--- src/rtl/fpv_pixel_sink.sv ---
// fpv_pixel_sink: buffers renderer pixel writes in a FIFO and drains them into
// the 160x120 framebuffer port on granted cycles. Also reports when a finished
// frame has been fully committed to memory.
module fpv_pixel_sink #(
  parameter int DEPTH    = 16,
  parameter int SCREEN_W = 160,
  parameter int SCREEN_H = 120
) (
  input  logic        clock,
  input  logic        reset,
  input  logic [7:0]  vga_x,
  input  logic [6:0]  vga_y,
  input  logic [17:0] vga_colour,
  input  logic        vga_write,
  input  logic        frame_done,
  input  logic        fb_grant,
  output logic [14:0] fb_addr,
  output logic [17:0] fb_data,
  output logic        fb_we,
  output logic        fifo_empty,
  output logic        fifo_full,
  output logic        overflow,
  output logic [7:0]  oob_count,
  input  logic        clear_flags,
  output logic        frame_committed
);

  localparam int AW    = (DEPTH > 1) ? $clog2(DEPTH) : 1;
  localparam int CW    = AW + 1;
  localparam int ENT_W = 15 + 18;

  typedef enum logic [1:0] {ST_RUN, ST_FLUSH, ST_COMMIT} state_t;

  // Saturating increment for the out-of-range drop counter.
  function automatic logic [7:0] sat_inc8(input logic [7:0] v);
    return (v == 8'hFF) ? v : v + 8'd1;
  endfunction

  logic [ENT_W-1:0] r_mem [DEPTH];
  logic [AW-1:0]    r_wr_ptr;
  logic [AW-1:0]    r_rd_ptr;
  logic [CW-1:0]    r_count;
  logic             r_fb_we;
  logic [14:0]      r_fb_addr;
  logic [17:0]      r_fb_data;
  logic             r_overflow;
  logic [7:0]       r_oob_count;
  state_t           r_state;
  state_t           w_state_nxt;
  logic             w_committed;

  logic             w_in_range;
  logic [14:0]      w_addr;
  logic             w_empty;
  logic             w_full;
  logic             w_pop;
  logic             w_push;
  logic             w_drop;
  logic             w_oob;

  assign w_in_range = (int'(vga_x) < SCREEN_W) && (int'(vga_y) < SCREEN_H);
  assign w_addr     = 15'(vga_y) * 15'(SCREEN_W) + 15'(vga_x);
  assign w_empty    = (r_count == '0);
  assign w_full     = (r_count == CW'(DEPTH));
  // A pop frees a slot at the same edge, so a full FIFO can still accept.
  assign w_pop      = fb_grant & ~w_empty;
  assign w_push     = vga_write & w_in_range & (~w_full | w_pop);
  assign w_drop     = vga_write & w_in_range & w_full & ~w_pop;
  assign w_oob      = vga_write & ~w_in_range;

  // ---- stage 0: FIFO storage (data only, no reset needed)
  // Store the precomputed word address alongside the colour on push.
  always_ff @(posedge clock) begin
    if (w_push) r_mem[r_wr_ptr] <= {w_addr, vga_colour};
  end

  // Pointer and occupancy bookkeeping; reset discards buffered pixels.
  always_ff @(posedge clock) begin
    if (!reset) begin
      r_wr_ptr <= '0;
      r_rd_ptr <= '0;
      r_count  <= '0;
    end else begin
      if (w_push) r_wr_ptr <= r_wr_ptr + AW'(1);
      if (w_pop)  r_rd_ptr <= r_rd_ptr + AW'(1);
      case ({w_push, w_pop})
        2'b10:   r_count <= r_count + CW'(1);
        2'b01:   r_count <= r_count - CW'(1);
        default: r_count <= r_count;
      endcase
    end
  end

  // ---- stage 1: framebuffer port register
  // Register the head entry for exactly one cycle per pop; address/data hold otherwise.
  always_ff @(posedge clock) begin
    if (!reset) begin
      r_fb_we   <= 1'b0;
      r_fb_addr <= '0;
      r_fb_data <= '0;
    end else begin
      r_fb_we <= w_pop;
      if (w_pop) {r_fb_addr, r_fb_data} <= r_mem[r_rd_ptr];
    end
  end

  // Sticky drop flags; a drop on the same edge as clear_flags takes priority.
  always_ff @(posedge clock) begin
    if (!reset) begin
      r_overflow  <= 1'b0;
      r_oob_count <= '0;
    end else begin
      if (w_drop)           r_overflow <= 1'b1;
      else if (clear_flags) r_overflow <= 1'b0;
      if (w_oob)            r_oob_count <= clear_flags ? 8'd1 : sat_inc8(r_oob_count);
      else if (clear_flags) r_oob_count <= '0;
    end
  end

  // Frame FSM state register.
  always_ff @(posedge clock) begin
    if (!reset) r_state <= ST_RUN;
    else        r_state <= w_state_nxt;
  end

  // Frame FSM next state and commit pulse. With the FIFO empty and nothing
  // arriving, any write on the port this cycle lands at this edge, so the
  // commit pulse follows directly after the final write cycle.
  always_comb begin
    w_state_nxt = r_state;
    w_committed = 1'b0;
    case (r_state)
      ST_RUN:    if (frame_done) w_state_nxt = ST_FLUSH;
      ST_FLUSH:  if (w_empty && !w_push) w_state_nxt = ST_COMMIT;
      ST_COMMIT: begin
        w_committed = 1'b1;
        w_state_nxt = ST_RUN;
      end
      default:   w_state_nxt = ST_RUN;
    endcase
  end

  assign fb_we           = r_fb_we;
  assign fb_addr         = r_fb_addr;
  assign fb_data         = r_fb_data;
  assign fifo_empty      = w_empty;
  assign fifo_full       = w_full;
  assign overflow        = r_overflow;
  assign oob_count       = r_oob_count;
  assign frame_committed = w_committed;

endmodule

--- config.mk ---
export PLATFORM = sky130hd
export DESIGN_NAME = fpv_pixel_sink
export DESIGN_NICKNAME = d
export VERILOG_FILES = /design/src/rtl/fpv_pixel_sink.sv
export SDC_FILE = /design/constraint.sdc
export NUM_CORES = 1
export LEC_CHECK = 0
export BUFFER_PORTS_ARGS = -buffer_cell sky130_fd_sc_hd__buf_2
export CORE_MARGIN = 3
export CORE_UTILIZATION = 40
export DETAILED_ROUTE_END_ITERATION = 10
export GPL_ROUTABILITY_DRIVEN = 0
export GPL_TIMING_DRIVEN = 0
export PLACE_DENSITY_LB_ADDON = 0.08
export SYNTH_ARGS = -nofsm -noshare
export SYNTH_HDL_FRONTEND = slang
export SYNTH_SLANG_ARGS = --single-unit
--- constraint.sdc ---
create_clock -name clock -period 5.7 [get_ports clock]
set_clock_uncertainty 0.05 [all_clocks]
set_input_delay 0.57 -clock clock [delete_from_list [all_inputs] [get_ports clock]]
set_output_delay 0.57 -clock clock [all_outputs]
set_load 0.005 [all_outputs]
==> parameters.txt <==
Parameter                              Value

Logic synthesis
  Top area cells in the synthesized netlist    sky130_fd_sc_hd__edfxtp_1 (69%), sky130_fd_sc_hd__mux4_2 (13%), sky130_fd_sc_hd__dfxtp_1 (5.1%)
  Number of nets produced by synthesis    1218
  Area share of xor/xnor cells in the synthesized design    0.801%
  Post-synthesis cell area    23000 um^2
  Fraction of registers with async set or reset after synthesis    0%
  Proportion of netlist area held by the largest area contributor    69.0%
  Synth Area in Adders    1.46%
  Avg Inst Size Synth    19.9 um^2
  Post-synthesis mux area share    14.6%
  Synthesis warning total    0
  Main flop type after synthesis    sky130_fd_sc_hd__edfxtp_1
  Number of enable flip-flop cells after synthesis    528
  Share of synthesized area occupied by flip-flops and latches    74.1%
  Most instantiated cells after synthesis    sky130_fd_sc_hd__edfxtp_1 (528), sky130_fd_sc_hd__mux4_2 (132), sky130_fd_sc_hd__dfxtp_1 (58)
  Cell type with the highest aggregate area in the netlist    sky130_fd_sc_hd__edfxtp_1
  Most instantiated library cell after synthesis    sky130_fd_sc_hd__edfxtp_1
  Synth Register Bits    586
  Post-Syn Instances    1154
  Synthesized-area fraction occupied by and/or/nand/nor cells    3.39%
  Share of the synthesized area in compound gates (AO/OA/AOI/OAI)    3.99%
  Combinational family with the most area after synthesis    multiplexers
  Count of different cell masters after synthesis    49

Worst setup path
  R2R cell count    7
  Critical path's slowest cell    sky130_fd_sc_hd__xor2_1
  CP Data Arrival Time    3.42 ns
  Crit end category    flip-flop
  Data required time of the worst path    5.91 ns
  Startpoint class of the critical path    input pin
  Crit Path Category    input pin to flip-flop
  Critical path peak fanout    16
  Critical path startpoint    vga_y[1]
  Worst stage delay on the critical path    0.91 ns
  Critical register-to-register path startpoint    r_rd_ptr[1]
  Worst path top cell family by delay    XOR/XNOR gates
  Worst setup slack for register-to-register paths    2.83 ns
  Worst R2R End    fb_data[0]
  Buffers plus inverters on the worst setup path    1
  Chain of cells forming the critical path    buf_2 > ha_1 > ha_1 > fa_1 > xor2_1 > nand3_1 > nor4_1 > xor2_1

Clocking
  TritonCTS buffer count    61
  Buffer type at the clock tree root    sky130_fd_sc_hd__clkbuf_16
  Postcts setup bufs    0
  Clock latency on the worst-skew pair    0.61 ns
  TritonCTS clock tree    built
  Total of cells resized after clock tree synthesis    0
  Depth of the CTS H-tree    2
  Clk buf depth    3
  Clock transition time at the flip-flop clock pins of the worst setup and hold paths    0.06 ns
  Post-CTS Hold Buffers    0
  Clock Sinks    586

Layout
  Diodes inserted    0
  Share of cells above drive strength 1    29.5%
  Fin util    47.6%
  Signed area change from the synthesized netlist to the final layout    17.2%
  Number of filler cells placed in the layout    4876
  Nets    1394

Floorplanning
  Die boundary height    246 um
  Top-level I/O count    85
  Std-Cell Core Area    56600 um^2
  Row cnt    87
  Die Footprint    60300 um^2
  Initial standard-cell utilization of the core    40.6%
  Die W    246 um

Global route
  Tot GR Track Use    17.8%
  Pin count of the biggest net entering global routing    22
  Vias in the first global route    11900
  Initial antenna violation count    0
  Global-route wire length before repair    78900 um
  Remaining global-route overflow    0

STA
  Final-report setup violation count    0
  Slew of the pin with the lowest slew margin    1.26 ns
  Total count of max-transition violations in the final report    0
  Final worst path period share    56.4%
  Number of hold-slack violations in the final timing report    0
  Min Tclk post-route    3.22 ns
  Achievable Freq    311 MHz
  RSZ-0062 raised after global routing    no
  Post-route worst hold slack    0.219 ns
  Normalized max-slew margin    15.4%

Pwr
  Pwr Density    415 nW/um^2
  Max IR drop VDD    0.240 mV
  Total leakage power    0.00877 uW

Placed design
  Count of port buffers added during placement    84
  HPWL after detailed placement    34900 um

Drt
  DRC violations left    0
  Initial DRC Count    663
  Vias per Instance    5.32
  Wire length per cell    24.6 um
  Detailed-route via count    11400
  Initial DRT Pass Iterations    5
  Final antenna-violating net count    0
  Total Wirelength    52500 um

Worst hold path
  Worst min-delay path startpoint    reset
  Path category of the worst min-delay check    input pin to flip-flop
  Number of cells on the worst hold path    3
  Endpoint with the worst hold slack    r_state[1]

Status
  Outcome    complete, no violations

Job
  Max-Cap Viols    0
worst min-delay path: stages:
cell and delay [ns]:
sky130_fd_sc_hd__buf_2 0.13, sky130_fd_sc_hd__nand3b_1 0.09, sky130_fd_sc_hd__nor4_1 0.04
state kept, by name, indices dropped and copies added, names as in the netlist:
signal and count:
r_mem 528, fb_data 18, fb_addr 15, oob_count 8, r_count 5, r_rd_ptr 4, r_wr_ptr 4, r_state 2
fb_we 1, overflow 1
placed cells by master, fill, tap and decap left out, types with 6 or more instances in the layout:
| cell | count |
|---|---|
| sky130_fd_sc_hd__edfxtp_1 | 528 |
| sky130_fd_sc_hd__mux4_2 | 132 |
| sky130_fd_sc_hd__buf_2 | 109 |
| sky130_fd_sc_hd__clkbuf_16 | 61 |
| sky130_fd_sc_hd__dfxtp_1 | 58 |
| sky130_fd_sc_hd__a21oi_1 | 43 |
| sky130_fd_sc_hd__mux2i_1 | 38 |
| sky130_fd_sc_hd__nor2b_1 | 37 |
| sky130_fd_sc_hd__clkbuf_1 | 36 |
| sky130_fd_sc_hd__a211oi_1 | 35 |
| sky130_fd_sc_hd__a22o_1 | 33 |
| sky130_fd_sc_hd__ha_1 | 22 |
| sky130_fd_sc_hd__buf_6 | 21 |
| sky130_fd_sc_hd__nand2_1 | 18 |
| sky130_fd_sc_hd__clkbuf_8 | 18 |
| sky130_fd_sc_hd__nor2_1 | 17 |
| sky130_fd_sc_hd__inv_1 | 17 |
| sky130_fd_sc_hd__nand3_1 | 14 |
| sky130_fd_sc_hd__clkinv_2 | 14 |
| sky130_fd_sc_hd__xnor2_1 | 12 |
| sky130_fd_sc_hd__nor2_4 | 12 |
| sky130_fd_sc_hd__buf_12 | 12 |
| sky130_fd_sc_hd__and2_1 | 9 |
| sky130_fd_sc_hd__xor2_1 | 9 |
| sky130_fd_sc_hd__o21ai_0 | 7 |
| sky130_fd_sc_hd__nand4_1 | 7 |
| sky130_fd_sc_hd__nor3_2 | 6 |
through the flow:
| step | cells | worst slack (ns) | setup TNS, ns | area (um^2) | total power (uW) |
|---|---|---|---|---|---|
| 6_report | 2138 | 2.48 | 0 | 26900 | 11200 |
| 5_1_grt | 2138 | 2.19 | 0 | 26900 | 11700 |
| 4_1_cts | 2137 | 2.37 | 0 | 26900 | 11300 |
| 3_5_place_dp | 2022 | 1.72 | 0 | 24900 | 7330 |
| 3_3_place_gp | 1994 | -1.73 | -260.96 | 24300 | 7290 |
| 2_1_floorplan | 1154 | 1.46 | 0 | 23000 | 6620 |
worst max-delay path by stage:
stage	to	slack, ns	depth (start not counted)
final	r_mem[1][30]	2.48	8
after global routing	r_mem[0][18]	2.19	9
after CTS	r_mem[0][18]	2.37	9
after detailed placement	r_mem[0][17]	1.72	9
after global placement	r_mem[0][14]	-1.73	6
after floorplan	r_mem[0][0]	1.46	6
layer usage:
layer	up-vias	global-route usage (%)	wire length, um
li1	5080	-	-
met1	6032	24.9	24000
met4	0	3.86	895
met3	70	2.95	1960
met5	-	0	0
met2	191	29.3	25700
kinds of logic after synthesis:
kind of cell	after synthesis
compound gates	131
xor+xnor	21
fa+ha+maj	25
buf+inv	78
flops	586
mux	170
simple gates	143
report_power, final:
| group | leakage [uW] | internal, uW | switching (uW) |
|---|---|---|---|
| logic | 0.00251 | 1050 | 1130 |
| registers | 0.00523 | 4910 | 92.9 |
| clock network | 0.00102 | 2370 | 1620 |
| total | 0.00877 | 8330 | 2840 |
final cells by class:
type | instances | area [um^2] | area share [%]
sequential | 586 | 17000 | 63.2
multi-input combinational | 490 | 5680 | 21.1
clock buffer | 91 | 1820 | 6.76
tap | 756 | 946 | 3.51
timing repair buffer | 113 | 852 | 3.17
buffer | 61 | 320 | 1.19
clock inverter | 24 | 226 | 0.841
inverter | 17 | 63.8 | 0.237
(Power assumes the default switching activity.)
